--- config.mk ---
export PLATFORM = sky130hd
export DESIGN_NAME = abc_ram_dp_param
export DESIGN_NICKNAME = d
export VERILOG_FILES = /design/src/rtl/abc_ram_dp_param.sv
export SDC_FILE = /design/constraint.sdc
export NUM_CORES = 2
export LEC_CHECK = 0
export BUFFER_PORTS_ARGS = -buffer_cell sky130_fd_sc_hd__buf_2
export CAP_MARGIN = 20
export CORE_UTILIZATION = 55
export CTS_BUF_LIST = sky130_fd_sc_hd__clkbuf_8
export CTS_CLUSTER_DIAMETER = 60
export DETAILED_ROUTE_END_ITERATION = 10
export GPL_TIMING_DRIVEN = 0
export PLACE_DENSITY = 0.8
export REMOVE_ABC_BUFFERS = 1
export SYNTH_ARGS = -nofsm -noshare
export SYNTH_HDL_FRONTEND = slang
export SYNTH_SLANG_ARGS = --single-unit
export TNS_END_PERCENT = 10
--- constraint.sdc ---
create_clock -name RWCLK -period 5.81 [get_ports RWCLK]
set_input_delay 0.581 -clock RWCLK [delete_from_list [all_inputs] [get_ports RWCLK]]
set_output_delay 0.581 -clock RWCLK [all_outputs]
set_load 0.005 [all_outputs]
--- src/rtl/abc_ram_dp_param.sv ---
// Simple-dual-port RAM with a shared clock, an optional zero-fill sequencer after reset, and a selectable same-address collision policy.
// Read data arrives RDLAT (1 or 2) cycles after REN; there is no backpressure, and a read is accepted on any RUN edge with REN high.
module abc_ram_dp_param #(
  parameter int DWIDTH         = 8,
  parameter int AWIDTH         = 8,
  parameter int RDLAT          = 1,
  parameter int COLLISION_MODE = 0,
  parameter int CLEAR_ON_RESET = 1
) (
  input  logic              RWCLK,
  input  logic              RESETN,
  input  logic              WEN,
  input  logic              REN,
  input  logic [AWIDTH-1:0] WADDR,
  input  logic [AWIDTH-1:0] RADDR,
  input  logic [DWIDTH-1:0] WD,
  output logic [DWIDTH-1:0] RD,
  output logic              RVALID,
  output logic              INIT_BUSY
);

  localparam int DEPTH      = 1 << AWIDTH;
  localparam bit WR_THROUGH = (COLLISION_MODE == 1);
  localparam bit DO_CLEAR   = (CLEAR_ON_RESET != 0);

  typedef enum logic {CLEAR, RUN} state_t;

  state_t            state;
  logic [AWIDTH-1:0] cnt;
  logic [DWIDTH-1:0] mem [DEPTH];

  logic              mem_we;
  logic [AWIDTH-1:0] mem_wa;
  logic [DWIDTH-1:0] mem_wd;
  logic              rd_fire;
  logic [DWIDTH-1:0] rd_dat;

  always_ff @(posedge RWCLK or negedge RESETN) begin
    if (!RESETN) begin
      state     <= DO_CLEAR ? CLEAR : RUN;
      cnt       <= '0;
      INIT_BUSY <= DO_CLEAR;
    end else if (state == CLEAR) begin
      cnt <= cnt + AWIDTH'(1);
      if (cnt == '1) begin
        state     <= RUN;
        INIT_BUSY <= 1'b0;
      end
    end
  end

  // The clear sequencer takes the write port; user writes are dropped until RUN.
  always_comb begin
    mem_we = 1'b0;
    mem_wa = WADDR;
    mem_wd = WD;
    if (RESETN) begin
      if (state == CLEAR) begin
        mem_we = 1'b1;
        mem_wa = cnt;
        mem_wd = '0;
      end else begin
        mem_we = WEN;
      end
    end
  end

  always_ff @(posedge RWCLK) begin
    if (mem_we) begin
      mem[mem_wa] <= mem_wd;
    end
  end

  // Old-data collisions fall out of the array update landing after the read sample.
  assign rd_fire = (state == RUN) && REN;
  assign rd_dat  = (WR_THROUGH && WEN && (WADDR == RADDR)) ? WD : mem[RADDR];

  if (RDLAT == 1) begin : g_lat1
    always_ff @(posedge RWCLK or negedge RESETN) begin
      if (!RESETN) begin
        RD     <= '0;
        RVALID <= 1'b0;
      end else begin
        RVALID <= rd_fire;
        if (rd_fire) begin
          RD <= rd_dat;
        end
      end
    end
  end else if (RDLAT == 2) begin : g_lat2
    logic [DWIDTH-1:0] stage_dat;
    logic              stage_vld;

    always_ff @(posedge RWCLK or negedge RESETN) begin
      if (!RESETN) begin
        stage_dat <= '0;
        stage_vld <= 1'b0;
        RD        <= '0;
        RVALID    <= 1'b0;
      end else begin
        stage_vld <= rd_fire;
        if (rd_fire) begin
          stage_dat <= rd_dat;
        end
        RVALID <= stage_vld;
        if (stage_vld) begin
          RD <= stage_dat;
        end
      end
    end
  end else begin : g_bad_rdlat
    $error("abc_ram_dp_param: RDLAT must be 1 or 2");
  end

endmodule

======== Yosys cells after proc, flatten, opt, wreduce, memory -nomap -nowiden ========
Memories as Yosys holds them, arrays and structs flattened. A register that Yosys moved wholly into a read port is not among the register bits.
Cells that the tools add are included.
word-level totals
  bits in registers ....................... 11
  bits in writable memories ............... 2048
  bits of input ports ..................... 28
  output and inout bits ................... 10
  logic and storage cells ................. 21
  memories kept ........................... 1
cells by class
  add/sub/neg operators ................... 1
  equal/unequal tests ..................... 1
  multiplexer cells ....................... 10
  bitwise operators ....................... 1
  reductions and logical operators ........ 3
memories
  memory  depth  width  rd ports  clocked after Yosys merged registers in  wr ports  line  RTL
  mem     256    8      1         1                                        1         30    logic [DWIDTH-1:0] mem [DEPTH];
operators by type and width
  kind                                          count
  2-to-1 mux 8 bit                              4
  adder 8 x 1 -> 8 bit (second input constant)  1
  == test 8 bit (second input constant)         1
  2-to-1 mux 1 bit                              6
  AND reduction 2 bit                           1
  logical AND 1 bit                             1
  zero test 1 bit                               1
  NOT 1 bit                                     1

======== Logic depth before layout (Yosys ltp) ========
  depth after elaboration ................. 4
  gate-level depth with buffers ........... 12
  gate-level depth less buffers ........... 6

======== Worst setup path before layout ========
OpenSTA, ideal clock, no wires.
  path type ............................... flip-flop to flip-flop
  start ................................... register state
  end ..................................... memory mem[0][0], data pin
  setup time .............................. 869 ps
  arrival ................................. 4511 ps
  required time ........................... 4941 ps
  slack ................................... 430 ps
  stages on the path, launching flop included .. 6
  path buffers ............................ 3
  clock period less this slack ............ 5380 ps
  cells stage by stage .................... dfrtp_1 -> clkbuf_1 -> nand2b_1 -> clkbuf_1 -> clkbuf_1 -> and2_1
on the way
  word-level cells in the longest chain between the ends .. 2
RTL lines
  element                 line  RTL
  start, declared         28    state_t state;
  start signal, assigned  40    state <= DO_CLEAR ? CLEAR : RUN;
  2-to-1 mux 8 bit        58    if (state == CLEAR) begin
  2-to-1 mux 8 bit        57    if (RESETN) begin
  net mem_wd[0]           34    logic [DWIDTH-1:0] mem_wd;
  end, declared           30
The timed path passes the listed nets, and every way through them passes these cells.

==> out/summary.txt <==
status: finished clean
CP required: 6710 ps
reg2reg path depth: 6
most frequent cells after synthesis: edfxtp_1, mux2i_1, mux4_2
post-route cell area: 89400 µm²
Worst-path clk slew: 70 ps
sw power: 0.00633 W
Clk pwr share: 37.8%
Rel. slew slack: 22.8%
drt drc: 0
I/O Buffers: 37
vias in the first global route: 41598
Post-Syn Area per Cell: 19.9 µm²
count leader, synth: edfxtp_1
Hold Crit Class: in -> async
setup violators final: 0
FP Rows: 140
Int Pwr: 0.0224 W
fillers: 9514
Lkg Pwr: 29.2 nW
initial antenna violation count: 15
Initial DRT Pass Iterations: 7
Sequential Power Share: 57.2%
asr flop ratio synth: 0.919%
die span in x: 386 µm
Slew @ Worst Pin: 1160 ps
All-Layer GR Usage: 25.8%
Worst-Skew Late Latency: 980 ps
critical path peak fanout: 78
Crit. End Element: flip-flop
cts bufs inserted: 331
Setup CP Type: in -> reg
Final Net Count: 4305
sequential area share after synthesis: 76.4%
Via Count: 42356
Die H: 386 µm
Syn Inst Count: 4084
area post-placement: 83700 µm²
drt total wl: 192000 µm
Post-Layout Cell Count: 6421
RSZ-0062 raised after global routing: false
Pwr Total: 0.0287 W
max-slew violations: 0
wire per inst: 29.9 µm
Setup Total Neg Slack: 0 ps
first-pass GRT wire length: 277000 µm
DR iter-0 viols: 5942
Peak supply drop: 0.249 mV
Max-cap violations: 0
pwr/cell area: 321 nW/µm²
critical path launch point type: primary input
clock sinks: 2067
top post-synthesis cells by area: edfxtp_1, mux4_2, mux2i_1, nor2_1, o22ai_1
clk root buf: clkbuf_8
TritonCTS clock tree: built
Layout area overhead: 10.3%
DP Cell Count: 5851
Comb power frac: 5.0%
Yosys warnings: 0
die area: 149000 µm²
switch share: 22.1%
Post-DRT Antenna Nets: 0
IO Pins: 38
HPWL Detailed: 118000 µm
Synth top area share: 75.8%
GRT Residual Overflow: 0
largest net degree at the start of global routing: 100
Critical Path AT: 5310 ps
Worst Hold Slack: 163 ps
share of layout cells above drive strength 1: 18.5%
Tmin final: 4410 ps
#FFs+latches synth: 2067
postcts setup bufs: 0
Post-synth top flop: edfxtp_1
gp weighted congestion: 0.922
clock skew: 55.0 ps
Max Clk Rate: 0.227 GHz
Hold Vio Cnt, Final: 0
Final Cycle Share: 76.0%
synthesized area: 81100 µm²
post-synth cell types: 62
CORE AREA: 146000 µm²
Starting Density: 55.6%
deepest clock path buffer count: 4
Via density: 6.60
number of synthesized flops with an enable pin: 2048
htree depth: 5
area leader, netlist: edfxtp_1
-- power groups by stage --
| stage | Sequential, W | Combinational [W] | Clock, W |
|---|---|---|---|
| after detailed placement | 0.0167 | 0.00140 | 0 |
| final | 0.0164 | 0.00143 | 0.0109 |
| after global placement | 0.0168 | 0.00168 | 0 |
| after floorplan | 0.0168 | 0.000659 | 0 |
| after global routing | 0.0164 | 0.00147 | 0.0115 |
| after CTS | 0.0164 | 0.00140 | 0.0109 |
-- cell families (layout without fill, tap and decap cells) --
logic type                 Yosys count  in the layout  share of synthesized area, %
DFF                               2067           2067                          76.4
muxes                              770            770                          14.5
AOI/OAI and AO/OA                  504            504                          4.40
and+or+nand+nor                    477            477                          2.56
buffers and inverters              258            672                          2.05
xor gates and xnor gates             7              7                        0.0756
adders and majority gates            1              1                        0.0154
other                                0              6                             0
-- area by class of cell --
cell class	count	area, µm²	share of cell area (%)
antenna	6	15.0	0.0168
clock buffer	343	4720	5.28
clock inverter	212	881	0.985
inverter	7	33.8	0.0378
multi-input combinational	1759	17600	19.6
sequential	2067	62000	69.3
tap	1917	2400	2.68
timing repair buffer	110	1840	2.06
-- routing by layer --
| metal | global-route usage (%) | vias to the layer above | wire length [µm] |
|---|---|---|---|
| met4 | 11.9 | 16 | 8780 |
| met5 | 0 | - | 86 |
| met1 | 35.7 | 21533 | 71200 |
| met2 | 38.9 | 2895 | 89300 |
| li1 | - | 17377 | - |
| met3 | 6.36 | 535 | 22700 |
-- what timing repair did --
action,4_1_cts,5_1_grt
endpoints found under the hold margin,23,0
hold buffers,2,0
resized for setup,0,0
-- placed cells by master (no fill, tap or decap), drive strengths merged, types with 7 or more instances in the layout --
| cell | instances |
|---|---|
| mux2i | 433 |
| inv | 114 |
| nand2 | 85 |
| o211ai | 9 |
| nor3 | 19 |
| o2111ai | 9 |
| nand2b | 8 |
| nand3b | 17 |
| dfrtp | 18 |
| o41ai | 8 |
| o21bai | 7 |
| buf | 106 |
| a211oi | 61 |
| o22ai | 128 |
| a2111oi | 8 |
| mux4 | 312 |
| a221oi | 64 |
| clkbuf | 345 |
| o21ai | 67 |
| o221ai | 69 |
| clkinv | 100 |
| nor2 | 270 |
| a22oi | 10 |
| and2 | 16 |
| a21oi | 45 |
| nand3 | 28 |
| edfxtp | 2048 |
| mux2 | 25 |
-- final timing paths --
kind | from | end | slack, ps
min in group RWCLK | WD[6] | mem[173][6] | 200
max in group asynchronous | RESETN | cnt[1] | 5160
setup / recovery | RADDR[0] | RD[1] | 1400
hold / removal | RESETN | RVALID | 160
hold reg to reg | cnt[7] | cnt[7] | 560
setup reg to reg | state | mem[183][5] | 1590
-- critical path, cell delays in order --
cell and delay, ps:
buf_8 80, buf_16 390, buf_16 420, buf_16 400, nand3b_2 720, o22ai_1 420
a211oi_1 160, a221oi_1 980, o2111ai_1 560, o211ai_1 240
-- through the flow --
stage / setup WS, ps / util, %
finish: 1400 / 61.3
global route: 1320 / 61.3
CTS: 686 / 61.2
detailed placement: 224 / 57.4
global placement: -23010 / 56.2
floorplan: 539 / -
-- state kept, by name, indices dropped and copies added (netlist names) --
| name | flops |
|---|---|
| INIT_BUSY | 1 |
| RD | 8 |
| RVALID | 1 |
| cnt | 8 |
| mem | 2048 |
| state | 1 |
Power figures use the tool's default switching activity.
